## src/rtl/bulls_cows_scorer_if.sv

```systemverilog
// Handshake bundle for the Bulls & Cows scorer.
//   master : producer of secret/guess pairs and consumer of results (game FSM / bench)
//   slave  : the scorer itself
// Signals: in_valid/in_ready + secret/guess on the request side,
//          out_valid/out_ready + bulls/cows/win/err on the response side.
interface bulls_cows_scorer_if #(
  parameter int N_DIGITS = 4,
  parameter int DIGIT_W  = 4,
  parameter int CNT_W    = $clog2(N_DIGITS + 1)
);
  logic                        in_valid;
  logic                        in_ready;
  logic [N_DIGITS*DIGIT_W-1:0] secret;
  logic [N_DIGITS*DIGIT_W-1:0] guess;
  logic                        out_valid;
  logic                        out_ready;
  logic [CNT_W-1:0]            bulls;
  logic [CNT_W-1:0]            cows;
  logic                        win;
  logic                        err;

  modport master (
    output in_valid, secret, guess, out_ready,
    input  in_ready, out_valid, bulls, cows, win, err
  );

  modport slave (
    input  in_valid, secret, guess, out_ready,
    output in_ready, out_valid, bulls, cows, win, err
  );
endinterface

```

## src/rtl/bulls_cows_scorer.sv

```systemverilog
// Bulls & Cows scoring engine.
// Captures one secret/guess pair in IDLE, optionally walks the digits looking
// for repeats (CHECK), then scores one digit per cycle (SCORE) and holds the
// result in DONE until the consumer takes it.
// Ports:
//   clock  : rising-edge clock
//   reset  : asynchronous, active-low reset
//   bus    : bulls_cows_scorer_if.slave (request/response handshakes + result)
module bulls_cows_scorer #(
  parameter int N_DIGITS = 4,
  parameter int DIGIT_W  = 4,
  parameter bit CHECK_EN = 1'b1
) (
  input  logic              clock,
  input  logic              reset,
  bulls_cows_scorer_if.slave bus
);
  localparam int CNT_W = $clog2(N_DIGITS + 1);
  localparam int IDX_W = $clog2(N_DIGITS);
  localparam logic [IDX_W-1:0] IDX_LAST = IDX_W'(N_DIGITS - 1);
  localparam logic [CNT_W-1:0] CNT_ALL  = CNT_W'(N_DIGITS);

  typedef enum logic [1:0] {IDLE, CHECK, SCORE, DONE} state_t;

  state_t state_q, state_d;

  logic [N_DIGITS-1:0][DIGIT_W-1:0] sec_q, gss_q;
  logic [IDX_W-1:0]                 idx_q;
  logic [CNT_W-1:0]                 cnt_b, cnt_c;
  logic                             err_acc;

  // Result registers are separate from the running counters so the ports
  // never show a half-finished score.
  logic [CNT_W-1:0] bulls_o, cows_o;
  logic             win_o, err_o, out_valid_q;

  logic [DIGIT_W-1:0] g_cur, s_cur;
  logic               last, dup_hit, cow_hit, bull_hit;
  logic [CNT_W-1:0]   b_nxt, c_nxt;

  assign g_cur    = gss_q[idx_q];
  assign s_cur    = sec_q[idx_q];
  assign last     = (idx_q == IDX_LAST);
  assign bull_hit = (g_cur == s_cur);

  // Per-digit compare: repeats only look forward (j > idx) so each pair is
  // examined once; cow search looks at every other secret position.
  always_comb begin
    dup_hit = 1'b0;
    cow_hit = 1'b0;
    for (int j = 0; j < N_DIGITS; j++) begin
      if (j > int'(idx_q)) begin
        if (gss_q[j] == g_cur || sec_q[j] == s_cur) dup_hit = 1'b1;
      end
      if (j != int'(idx_q) && sec_q[j] == g_cur) cow_hit = 1'b1;
    end
    b_nxt = cnt_b + CNT_W'(bull_hit);
    c_nxt = cnt_c + CNT_W'(!bull_hit && cow_hit);
  end

  // Next-state decode
  always_comb begin
    state_d = state_q;
    case (state_q)
      IDLE:  if (bus.in_valid) state_d = CHECK_EN ? CHECK : SCORE;
      CHECK: if (last) state_d = (err_acc || dup_hit) ? DONE : SCORE;
      SCORE: if (last) state_d = DONE;
      DONE:  if (out_valid_q && bus.out_ready) state_d = IDLE;
      default: state_d = IDLE;
    endcase
  end

  always_ff @(posedge clock or negedge reset) begin
    if (!reset) state_q <= IDLE;
    else        state_q <= state_d;
  end

  always_ff @(posedge clock or negedge reset) begin
    if (!reset) begin
      sec_q       <= '0;
      gss_q       <= '0;
      idx_q       <= '0;
      cnt_b       <= '0;
      cnt_c       <= '0;
      err_acc     <= 1'b0;
      bulls_o     <= '0;
      cows_o      <= '0;
      win_o       <= 1'b0;
      err_o       <= 1'b0;
      out_valid_q <= 1'b0;
    end else begin
      // idx restarts on every state change and only advances while walking digits
      if (state_d != state_q)                  idx_q <= '0;
      else if (state_q == CHECK || state_q == SCORE) idx_q <= idx_q + 1'b1;

      case (state_q)
        IDLE: begin
          if (bus.in_valid) begin
            sec_q   <= bus.secret;
            gss_q   <= bus.guess;
            cnt_b   <= '0;
            cnt_c   <= '0;
            err_acc <= 1'b0;
            bulls_o <= '0;
            cows_o  <= '0;
            win_o   <= 1'b0;
            err_o   <= 1'b0;
          end
        end
        CHECK: begin
          if (dup_hit) err_acc <= 1'b1;
          if (last && (err_acc || dup_hit)) begin
            bulls_o <= '0;
            cows_o  <= '0;
            win_o   <= 1'b0;
            err_o   <= 1'b1;
          end
        end
        SCORE: begin
          cnt_b <= b_nxt;
          cnt_c <= c_nxt;
          if (last) begin
            bulls_o <= b_nxt;
            cows_o  <= c_nxt;
            win_o   <= (b_nxt == CNT_ALL);
            err_o   <= 1'b0;
          end
        end
        DONE: begin
          // out_valid rises one edge after DONE entry; the handshake only
          // completes once it has been seen high.
          if (!out_valid_q)         out_valid_q <= 1'b1;
          else if (bus.out_ready)   out_valid_q <= 1'b0;
        end
        default: ;
      endcase
    end
  end

  assign bus.in_ready  = (state_q == IDLE);
  assign bus.out_valid = out_valid_q;
  assign bus.bulls     = bulls_o;
  assign bus.cows      = cows_o;
  assign bus.win       = win_o;
  assign bus.err       = err_o;
endmodule
```

## src/flat_wrapper.sv

```systemverilog
// flat-port wrapper written by rule: the top's interface ports become plain ports
module bulls_cows_scorer_flat 
#(
  parameter int N_DIGITS = 4,
  parameter int DIGIT_W  = 4,
  parameter bit CHECK_EN = 1'b1
)
  (clock, reset, bus_in_valid, bus_secret, bus_guess, bus_out_ready, bus_in_ready, bus_out_valid, bus_bulls, bus_cows, bus_win, bus_err);
  bulls_cows_scorer_if #(.N_DIGITS(N_DIGITS), .DIGIT_W(DIGIT_W)) bus_i ();
  input  logic clock;
  input  logic reset;
  input wire logic [$bits(bus_i.in_valid)-1:0] bus_in_valid;
  input wire logic [$bits(bus_i.secret)-1:0] bus_secret;
  input wire logic [$bits(bus_i.guess)-1:0] bus_guess;
  input wire logic [$bits(bus_i.out_ready)-1:0] bus_out_ready;
  output wire logic [$bits(bus_i.in_ready)-1:0] bus_in_ready;
  output wire logic [$bits(bus_i.out_valid)-1:0] bus_out_valid;
  output wire logic [$bits(bus_i.bulls)-1:0] bus_bulls;
  output wire logic [$bits(bus_i.cows)-1:0] bus_cows;
  output wire logic [$bits(bus_i.win)-1:0] bus_win;
  output wire logic [$bits(bus_i.err)-1:0] bus_err;
  assign bus_i.in_valid = bus_in_valid;
  assign bus_i.secret = bus_secret;
  assign bus_i.guess = bus_guess;
  assign bus_i.out_ready = bus_out_ready;
  assign bus_in_ready = bus_i.in_ready;
  assign bus_out_valid = bus_i.out_valid;
  assign bus_bulls = bus_i.bulls;
  assign bus_cows = bus_i.cows;
  assign bus_win = bus_i.win;
  assign bus_err = bus_i.err;
  bulls_cows_scorer #(.N_DIGITS(N_DIGITS), .DIGIT_W(DIGIT_W), .CHECK_EN(CHECK_EN)) u_core (.clock(clock), .reset(reset), .bus(bus_i));
endmodule
```

## config.mk

```make
export PLATFORM = sky130hd
export DESIGN_NAME = bulls_cows_scorer_flat
export DESIGN_NICKNAME = d
export VERILOG_FILES = /design/src/rtl/bulls_cows_scorer_if.sv /design/src/rtl/bulls_cows_scorer.sv /design/src/flat_wrapper.sv
export SDC_FILE = /design/constraint.sdc
export NUM_CORES = 1
export LEC_CHECK = 0
export CAP_MARGIN = 20
export CORE_MARGIN = 2
export CORE_UTILIZATION = 47
export DETAILED_ROUTE_END_ITERATION = 8
export PLACE_DENSITY = 0.71
export SETUP_SLACK_MARGIN = 0.15
export SYNTH_ARGS = -nofsm -noshare
export SYNTH_HDL_FRONTEND = slang
export SYNTH_SLANG_ARGS = --single-unit
```

## constraint.sdc

```tcl
create_clock -name clock -period 7.2 [get_ports clock]
set_input_delay 1.08 -clock clock [delete_from_list [all_inputs] [get_ports clock]]
set_output_delay 1.08 -clock clock [all_outputs]
set_load 0.005 [all_outputs]
```

==> results of run 1 <==
## placed cells by master, fill, tap and decap left out, drive strengths merged, types with 2 or more instances in the layout
cell type / count
a21boi: 3
a21o: 2
a21oi: 6
a31oi: 2
a32o: 4
buf: 4
clkbuf: 8
clkdlybuf4s50: 44
dfrtp: 52
ha: 14
inv: 12
mux2: 34
mux2i: 22
mux4: 8
nand2: 7
nand2b: 3
nand3: 3
nand4: 4
nor2: 12
nor2b: 3
nor3: 6
nor4: 5
o21ai: 7
o41ai: 3
xnor2: 24
xor2: 34
## power by group through the flow
stage | logic (uW) | clock network (uW) | registers (uW)
6_report | 1080 | 172 | 588
5_1_grt | 1180 | 191 | 612
4_1_cts | 1090 | 177 | 590
3_5_place_dp | 1080 | 0 | 596
3_3_place_gp | 1060 | 0 | 592
2_1_floorplan | 993 | 0 | 491
## per-stage QoR
stage	instance area (um2)	hold WS (ns)
floorplan	3550	0.472
global placement	3970	0.480
detailed placement	3990	0.490
CTS	4080	0.512
global route	4080	0.535
finish	4080	0.504
## cells in the mapped netlist (all sizes together), types with 4 or more instances
| master | n |
|---|---|
| dfrtp | 52 |
| mux2 | 34 |
| xor2 | 34 |
| xnor2 | 24 |
| mux2i | 22 |
| buf | 14 |
| ha | 14 |
| clkbuf | 12 |
| inv | 12 |
| nor2 | 12 |
| mux4 | 8 |
| nand2 | 7 |
| o21ai | 7 |
| a21oi | 6 |
| nor3 | 6 |
| nor4 | 5 |
| a32o | 4 |
| nand4 | 4 |
## cell type report
class	instances	area (um2)
well taps	99	124
repair buffers	48	480
multi-input cells	221	2040
clock buffers	8	90.1
inverters	12	45.0
flip-flops and latches	52	1300
fillers	666	3210
## state kept, by name, summed over array words and instances, names as in the netlist
| signal | count |
|---|---|
| u_core.cnt_c | 3 |
| u_core.idx_q | 2 |
| u_core.cnt_b | 3 |
| u_core.sec_q | 16 |
| u_core.bus.out_valid | 1 |
| u_core.bus.win | 1 |
| u_core.state_q | 2 |
| u_core.bus.err | 1 |
| u_core.err_acc | 1 |
| u_core.gss_q | 16 |
| u_core.bus.bulls | 3 |
| u_core.bus.cows | 3 |
## per-layer routing
layer / vias to the layer above / GRT usage, % / wire length, um
met5: - / 0 / 0
met4: 0 / 4.92 / 97
met3: 11 / 2.92 / 258
met2: 62 / 30.8 / 3550
met1: 1178 / 22.4 / 2980
li1: 1157 / - / -
## path summary, 6_finish.rpt
kind / from / cells after the start / slack (ns) / endpoint
worst max-delay path: u_core.idx_q[0] / 10 / 3.97 / u_core.bus.win
worst min-delay path: u_core.bus.err / 1 / 0.50 / u_core.bus.err
worst max register to register: u_core.idx_q[0] / 10 / 3.97 / u_core.bus.win
worst min register to register: u_core.bus.err / 1 / 0.50 / u_core.bus.err
max in group asynchronous: reset / 2 / 6.03 / u_core.gss_q[5]
min in group asynchronous: reset / 1 / 0.65 / u_core.cnt_c[2]
## cell families (layout without fill, tap and decap cells)
| kind of cell | after synthesis | after routing |
|---|---|---|
| compound gates | 41 | 41 |
| xor+xnor | 58 | 58 |
| fa+ha+maj | 14 | 14 |
| buf+inv | 38 | 68 |
| flops | 52 | 52 |
| mux | 64 | 64 |
| simple gates | 44 | 44 |
## critical path: cells and delay by family, from the launching register on
family / cells / cell delay, ns
AOI/OAI and AO/OA: 1 / 0.15
xor gates and xnor gates: 1 / 0.21
adders and majority gates: 2 / 0.39
buffers and inverters: 1 / 0.40
DFF: 1 / 0.34
muxes: 2 / 0.85
and+or+nand+nor: 3 / 0.82
==> impl_metrics.env, run 1 <==
export IMPL_antenna_left=0
export IMPL_synthTopCellsByArea="dfrtp_1 (37%), mux2_2 (10%), xor2_1 (8.2%)"
export IMPL_p_switching_uw=801
export IMPL_fin_cells=440
export IMPL_synth_async_reset_ratio_pct=100
export IMPL_synth_seq_cells=52
export IMPL_ys_warn_count=0
export IMPL_hold_class="flip-flop to flip-flop"
export IMPL_clock_fmax_mhz=310
export IMPL_path_common_cell="ha_1"
export IMPL_synth_edff_count=0
export IMPL_syn_cell_area_um2=3550
export IMPL_synthMuxAreaShare_pct=22.5
export IMPL_yosys_area_share_simple_pct=6.18
export IMPL_end_kind="flip-flop"
export IMPL_synthXorXnorAreaFrac_pct=14.5
export IMPL_crit_type="flip-flop to flip-flop"
export IMPL_syn_inst=311
export IMPL_gp_congestion=0.856
export IMPL_maxCapViolCount=0
export IMPL_min_period_ns=3.23
export IMPL_dr_total_vias=2408
export IMPL_combPwrFrac_pct=58.6
export IMPL_ir_worst_vdd_v=0.000221
export IMPL_cp_cell_sequence="buf_4 > mux4_2 > xor2_1 > nor4_1 > ha_1 > ha_1 > nor2b_1 > o21ai_0 > nor3_1 > mux2_4"
export IMPL_cp_arrival_ns=3.47
export IMPL_dp_cells=432
export IMPL_power_density_nw_per_um2=451
export IMPL_hold_viol=0
export IMPL_post_cts_setup_buffers=0
export IMPL_worstMarginPinSlew_ns=0.587
export IMPL_layout_area_overhead_vs_synth_pct=15.0
export IMPL_drtIter0Drc=89
export IMPL_wl_mm=6.88
export IMPL_detailed_place_hpwl_mm=5.19
export IMPL_outcome="finished, final reports clean"
export IMPL_seq_area_frac_synth_pct=36.7
export IMPL_fin_util_pct=55.9
export IMPL_place_ws_ns=3.99
export IMPL_fin_skew_ns=0.00963
export IMPL_required_ns=7.45
export IMPL_root_buffer="clkbuf_8"
export IMPL_setup_violations=0
export IMPL_cellLeakagePower_uw=0.00170
export IMPL_avgSynthCellArea_um2=11.4
export IMPL_cts_tree="yes"
export IMPL_ys_types=50
export IMPL_slew_violations=0
export IMPL_start_util_pct=48.6
export IMPL_cpPeakStageDelay_ns=0.68
export IMPL_cts_sinks=52
export IMPL_port_buffers=45
export IMPL_numCtsBuffers=5
export IMPL_timing_final_crit_share_pct=44.8
export IMPL_dr_pass1_iters=4
export IMPL_final_layout_size_suffix_gt1_share_pct=16.1
export IMPL_synth_area_leader_cell="dfrtp_1"
export IMPL_synth_top_family_by_area="multiplexers"
export IMPL_rows=31
export IMPL_grt_use_total_pct=17.6
export IMPL_synth_compound_area_share_pct=9.28
export IMPL_rsz0062_at_grt="no"
export IMPL_clkPwrFrac_pct=9.4
export IMPL_postLayoutSetupSlackWorst_ns=3.97
export IMPL_synth_nets=361
export IMPL_fin_total_pwr_uw=1840
export IMPL_grt_max_degree=41
export IMPL_clk_latency_ns=0.31
export IMPL_start_kind="flip-flop"
export IMPL_drc=0
export IMPL_antenna_cells=0
export IMPL_clk_pin_slew_worst_paths_ns=0.10
export IMPL_tns_ns=0
export IMPL_cts_resized=0
export IMPL_io_pins=46
export IMPL_core_um2=7290
export IMPL_cts_buffer_depth=2
export IMPL_grt_ovfl_total=0
export IMPL_path_max_fanout=30
export IMPL_fin_nets=390
export IMPL_dieArea_um2=8260
export IMPL_synthAdderAreaFrac_pct=4.94
export IMPL_p_sw_share_pct=43.6
export IMPL_h_tree_depth=2
export IMPL_vias_per_cell=5.47
export IMPL_slew_headroom_pct=60.4
export IMPL_antenna_found_initial=0
export IMPL_synth_top_area_share_pct=36.7
export IMPL_synth_main_ff_cell="dfrtp_1"
export IMPL_routedWlPerCell_um=15.6
export IMPL_holdBufCountCts=0
export IMPL_grt_pass1_vias=2493
export IMPL_die_w_um=90.9
export IMPL_seqPwrFrac_pct=32.0
export IMPL_die_h_um=90.9
export IMPL_slowest_stage="mux4_2"
export IMPL_internal_power_uw=1040
export IMPL_grt_pass1_wl_mm=12.0
Note: power is estimated with default switching activity, not from simulation.
==> inputs of run 2 (changes only) <==
Clock period 7.2 ns to 3.3 ns, I/O delays scaled along.
==> impl_metrics.env, run 2 (synthesis gave the netlist of run 1 again) <==
export IMPL_place_ws_ns=0.254
export IMPL_slew_headroom_pct=52.9
export IMPL_cts_buffer_depth=2
export IMPL_vias_per_cell=5.44
export IMPL_h_tree_depth=2
export IMPL_slew_violations=0
export IMPL_slowest_stage="mux4_2"
export IMPL_rsz0062_at_grt="no"
export IMPL_tns_ns=0
export IMPL_antenna_left=0
export IMPL_power_density_nw_per_um2=1020
export IMPL_cts_tree="yes"
export IMPL_rows=31
export IMPL_start_util_pct=48.6
export IMPL_drtIter0Drc=113
export IMPL_cp_cell_sequence="buf_12 > mux4_2 > buf_4 > xor2_1 > nor3_1 > a31oi_1 > a31oi_1 > ha_1 > ha_1 > nand2b_1 > a21boi_0 > mux2_4"
export IMPL_dieArea_um2=8260
export IMPL_end_kind="flip-flop"
export IMPL_grt_max_degree=35
export IMPL_clk_latency_ns=0.31
export IMPL_fin_skew_ns=0.00644
export IMPL_postLayoutSetupSlackWorst_ns=0.367
export IMPL_outcome="finished, final reports clean"
export IMPL_gp_congestion=0.925
export IMPL_antenna_cells=0
export IMPL_core_um2=7290
export IMPL_drc=0
export IMPL_port_buffers=45
export IMPL_fin_total_pwr_uw=4220
export IMPL_final_cell_mix="dfrtp_1 (52), clkdlybuf4s50_1 (44), xor2_1 (33)"
export IMPL_root_buffer="clkbuf_8"
export IMPL_cp_top_family="multiplexers"
export IMPL_start_kind="flip-flop"
export IMPL_routedWlPerCell_um=16.2
export IMPL_io_pins=46
export IMPL_dr_total_vias=2426
export IMPL_timing_final_crit_share_pct=88.9
export IMPL_hold_viol=0
export IMPL_path_max_fanout=24
export IMPL_setup_violations=0
export IMPL_cellLeakagePower_uw=0.00174
export IMPL_layout_area_overhead_vs_synth_pct=16.9
export IMPL_dp_cells=434
export IMPL_rrSetupSlack_ns=0.37
export IMPL_gr_usage_met1_pct=24.4
export IMPL_antenna_found_initial=0
export IMPL_cpPeakStageDelay_ns=0.61
export IMPL_timing_critical_path_buf_inv=2
export IMPL_detailed_place_hpwl_mm=5.49
export IMPL_numCtsBuffers=5
export IMPL_path_depth=12
export IMPL_r2r_cells=12
export IMPL_grt_use_total_pct=18.5
export IMPL_clk_pin_slew_worst_paths_ns=0.10
export IMPL_cp_arrival_ns=3.14
export IMPL_min_period_ns=2.93
export IMPL_die_w_um=90.9
export IMPL_reg_top3="u_core.gss_q x16, u_core.sec_q x16"
export IMPL_globalRoute_busiestLayer="met2"
export IMPL_fin_util_pct=56.9
export IMPL_required_ns=3.51
export IMPL_hold_class="primary input to async pin"
export IMPL_ir_worst_vdd_v=0.000496
export IMPL_crit_type="flip-flop to flip-flop"
export IMPL_wl_mm=7.22
export IMPL_grt_ovfl_total=0
export IMPL_cts_sinks=52
export IMPL_clock_fmax_mhz=341
export IMPL_grt_pass1_vias=2408
export IMPL_fill_cells=655
export IMPL_worstMarginPinSlew_ns=0.707
export IMPL_holdBufCountCts=0
export IMPL_met2_usage_pct=31.1
export IMPL_maxCapViolCount=0
export IMPL_final_layout_size_suffix_gt1_share_pct=18.2
export IMPL_layout_commonest_cell="dfrtp_1"
export IMPL_dr_pass1_iters=4
export IMPL_fin_cells=446
export IMPL_die_h_um=90.9
export IMPL_fin_nets=396
export IMPL_grtUsageMet3_pct=2.84
export IMPL_grt_pass1_wl_mm=12.3
run 2: area by class of cell:
class | count | area (um2) | area share [%]
clock buffer | 6 | 72.6 | 1.75
clock inverter | 2 | 35.0 | 0.845
sequential | 52 | 1300 | 31.4
timing repair buffer | 54 | 526 | 12.7
tap | 99 | 124 | 2.99
multi-input combinational | 221 | 2040 | 49.3
inverter | 12 | 45.0 | 1.09
run 2: power breakdown:
group          total [uW]  switching (uW)  internal (uW)
Sequential           1300             425            875
Clock                 442             217            225
Combinational        2480            1180           1290
Total                4220            1830           2390
run 2: routing by layer:
metal,part of all wire [%],up-vias
li1,-,1170
met4,2.4,0
met3,2.8,13
met5,0,-
met2,50,47
met1,45,1196
run 2: what timing repair did:
item	in CTS	in global routing
setup endpoints to repair	0	2
buffers inserted	0	4
resized for setup	0	1
run 2: path summary, 6_finish.rpt:
check / from / to
max in group asynchronous: reset / u_core.idx_q[0]
min in group clock: u_core.bus.err / u_core.bus.err
worst max-delay path: u_core.idx_q[0] / u_core.bus.cows[2]
worst min register to register: u_core.bus.err / u_core.bus.err
worst max register to register: u_core.idx_q[0] / u_core.bus.cows[2]
worst min-delay path: reset / u_core.bus.bulls[0]
run 2: metrics by stage:
step / instance area [um2] / hold slack, ns
2_1_floorplan: 3550 / 0.199
3_3_place_gp: 4000 / 0.479
3_5_place_dp: 4000 / 0.486
4_1_cts: 4110 / 0.256
5_1_grt: 4150 / 0.284
6_report: 4150 / 0.219
run 2: worst register-to-register path, cell delays in order (launching register included):
cell and delay (ns):
dfrtp_1 0.40, buf_12 0.20, mux4_2 0.62, buf_4 0.19
xor2_1 0.13, nor3_1 0.19, a31oi_1 0.10, a31oi_1 0.20
ha_1 0.18, ha_1 0.16, nand2b_1 0.12, a21boi_0 0.08
mux2_4 0.26
==> inputs of run 3 (changes only) <==
Settings changed: ABC_AREA set to 1.
==> impl_metrics.env, run 3 <==
export IMPL_h_tree_depth=2
export IMPL_ys_types=33
export IMPL_finalInstanceArea_um2=3920
export IMPL_synth_nets=486
export IMPL_synth_edff_count=0
export IMPL_port_buffers=45
export IMPL_die_w_um=88.2
export IMPL_numCtsBuffers=5
export IMPL_setup_violations=0
export IMPL_io_pins=46
export IMPL_routedWlPerCell_um=12.8
export IMPL_syn_cell_area_um2=3330
export IMPL_antenna_found_initial=0
export IMPL_grt_use_total_pct=20.6
export IMPL_final_cell_mix="nand2_1 (170), dfrtp_1 (51), clkdlybuf4s50_1 (44)"
export IMPL_hold_viol=0
export IMPL_holdBufCountCts=0
export IMPL_maxCapViolCount=0
export IMPL_clk_latency_ns=0.31
export IMPL_seqPwrFrac_pct=31.4
export IMPL_drt_met1_wl_mm=3.51
export IMPL_synth_async_reset_ratio_pct=100
export IMPL_top_layer="met4"
export IMPL_p_sw_share_pct=49.7
export IMPL_timing_final_crit_share_pct=84.6
export IMPL_grt_ovfl_total=0
export IMPL_grt_max_degree=30
export IMPL_seq_area_frac_synth_pct=39.0
export IMPL_reg_top3="u_core.gss_q x16, u_core.sec_q x16"
export IMPL_synth_compound_area_share_pct=9.50
export IMPL_antenna_cells=0
export IMPL_rsz0062_at_grt="no"
export IMPL_yosysMostFrequentCell="nand2_1"
export IMPL_fin_skew_ns=0.00719
export IMPL_path_max_fanout=12
export IMPL_tns_ns=0
export IMPL_clk_pin_slew_worst_paths_ns=0.09
export IMPL_dieArea_um2=7780
export IMPL_die_h_um=88.2
export IMPL_multi_input_comb_area_um2=1810
export IMPL_combPwrFrac_pct=59.3
export IMPL_end_kind="flip-flop"
export IMPL_slew_headroom_pct=58.1
export IMPL_cts_sinks=52
export IMPL_wl_mm=7.35
export IMPL_required_ns=3.54
export IMPL_drtIter0Drc=202
export IMPL_cp_arrival_ns=3.03
export IMPL_synth_common_cells="nand2_1 (170), dfrtp_1 (52), inv_1 (27), nor2_1 (25), nand3_1 (24)"
export IMPL_ir_worst_vdd_v=0.000452
export IMPL_drc=0
export IMPL_post_cts_setup_buffers=0
export IMPL_synth_seq_cells=52
export IMPL_seq_area_um2=1300
export IMPL_worstMarginPinSlew_ns=0.628
export IMPL_grt_pass1_vias=2728
export IMPL_rrSetupSlack_ns=0.51
export IMPL_hold_class="primary input to async pin"
export IMPL_clock_fmax_mhz=358
export IMPL_p_switching_uw=1920
export IMPL_avgSynthCellArea_um2=7.64
export IMPL_root_buffer="clkbuf_8"
export IMPL_cts_buffer_depth=2
export IMPL_gp_congestion=0.897
export IMPL_ys_warn_count=0
export IMPL_layout_area_overhead_vs_synth_pct=17.5
export IMPL_grt_pass1_wl_mm=12.6
export IMPL_vias_per_cell=4.95
export IMPL_slew_violations=0
export IMPL_fill_cells=668
export IMPL_clkPwrFrac_pct=9.4
export IMPL_synth_top_family_by_area="simple AND/OR/NAND/NOR gates"
export IMPL_layout_commonest_cell="nand2_1"
export IMPL_dr_total_vias=2851
export IMPL_internal_power_uw=1940
export IMPL_power_density_nw_per_um2=986
export IMPL_cts_tree="yes"
export IMPL_wl_met2_mm=3.45
export IMPL_syn_inst=436
export IMPL_min_period_ns=2.79
export IMPL_crit_type="flip-flop to flip-flop"
export IMPL_dr_pass1_iters=4
export IMPL_start_kind="flip-flop"
export IMPL_synthXorXnorAreaFrac_pct=5.78
export IMPL_synthTopCellsByArea="dfrtp_1 (39%), nand2_1 (19%), ha_1 (5.3%)"
export IMPL_synth_area_leader_cell="dfrtp_1"
export IMPL_core_um2=6830
export IMPL_antenna_left=0
export IMPL_final_layout_size_suffix_gt1_share_pct=9.58
export IMPL_yosys_area_share_simple_pct=33.8
export IMPL_synthAdderAreaFrac_pct=5.26
export IMPL_wl_met3_um=313
export IMPL_reg2reg_from="u_core.idx_q[1]"
export IMPL_synthMuxAreaShare_pct=0
export IMPL_detailed_place_hpwl_mm=5.61
export IMPL_timing_rr_end="u_core.cnt_c[2]"
export IMPL_cellLeakagePower_uw=0.00190
export IMPL_r2r_cells=13
export IMPL_outcome="finished, final reports clean"
export IMPL_fin_nets=529
export IMPL_rows=30
export IMPL_start_util_pct=48.8
export IMPL_synth_top_area_share_pct=39.0
export IMPL_dpl_cell_area_um2=3830
export IMPL_synth_main_ff_cell="dfrtp_1"
## run 3: cell families (layout without fill, tap and decap cells)
family	Yosys count	count (layout)
XOR/XNOR	22	22
buffers and inverters	43	87
AO/OA/AOI/OAI	51	51
adder cells (fa/ha/maj)	14	14
flip-flops	52	52
AND/OR/NAND/NOR	254	254
## run 3: through the flow
step,hold WS (ns),total power (uW),setup WS (ns),cells,util (%)
5_1_grt,0.246,4280,0.192,576,57.3
3_3_place_gp,0.467,3480,0.508,568,56.1
2_1_floorplan,0.199,3000,1.09,436,-
6_report,0.194,3860,0.507,576,57.3
4_1_cts,0.223,3880,0.380,576,57.3
3_5_place_dp,0.469,3500,0.403,568,56.1
## run 3: how the worst max path moves through the flow
stage / from / end / slack, ns / depth (start not counted)
CTS: u_core.idx_q[0] / u_core.cnt_c[2] / 0.38 / 15
floorplan: u_core.idx_q[1] / u_core.cnt_c[2] / 1.09 / 16
global route: u_core.idx_q[1] / u_core.cnt_c[2] / 0.19 / 13
global placement: u_core.idx_q[0] / u_core.cnt_c[2] / 0.51 / 15
finish: u_core.idx_q[1] / u_core.cnt_c[2] / 0.51 / 13
detailed placement: u_core.idx_q[0] / u_core.cnt_c[2] / 0.40 / 15
## run 3: power groups by stage
stage	Clock [uW]	Sequential (uW)	Combinational, uW
2_1_floorplan	0	1100	1900
3_3_place_gp	0	1210	2270
3_5_place_dp	0	1220	2290
4_1_cts	373	1210	2300
5_1_grt	402	1250	2630
6_report	362	1210	2290
## run 3: area by class of cell
class | instances | area share [%]
clock buffer | 7 | 1.95
timing repair buffer | 49 | 12.1
sequential | 52 | 33.3
clock inverter | 1 | 0.224
inverter | 30 | 3.13
tap | 96 | 3.07
multi-input combinational | 341 | 46.2
## run 3: layer usage
layer  up-vias  global-route usage, %
li1       1480                      -
met1      1301                   29.0
met2        62                   33.3
met3         8                   2.89
met4         0                   5.92
met5         -                      0
## run 3: worst max-delay path, stage by stage (launching register included)
cell and delay, ns:
dfrtp_1 0.74, inv_6 0.14, nand3_1 0.14, nand2_1 0.28, xor2_1 0.26, nor3_1 0.28, a41oi_1 0.08, ha_1 0.21
ha_1 0.19, nand2_1 0.06, nand2_1 0.04, nor2_1 0.10, inv_1 0.07, a21oi_1 0.12
## run 3: repair_timing
| item | CTS | global route |
|---|---|---|
| gates resized for setup | 0 | 1 |
| hold endpoints to repair | 0 | 0 |
| endpoints found under the setup margin | 0 | 2 |
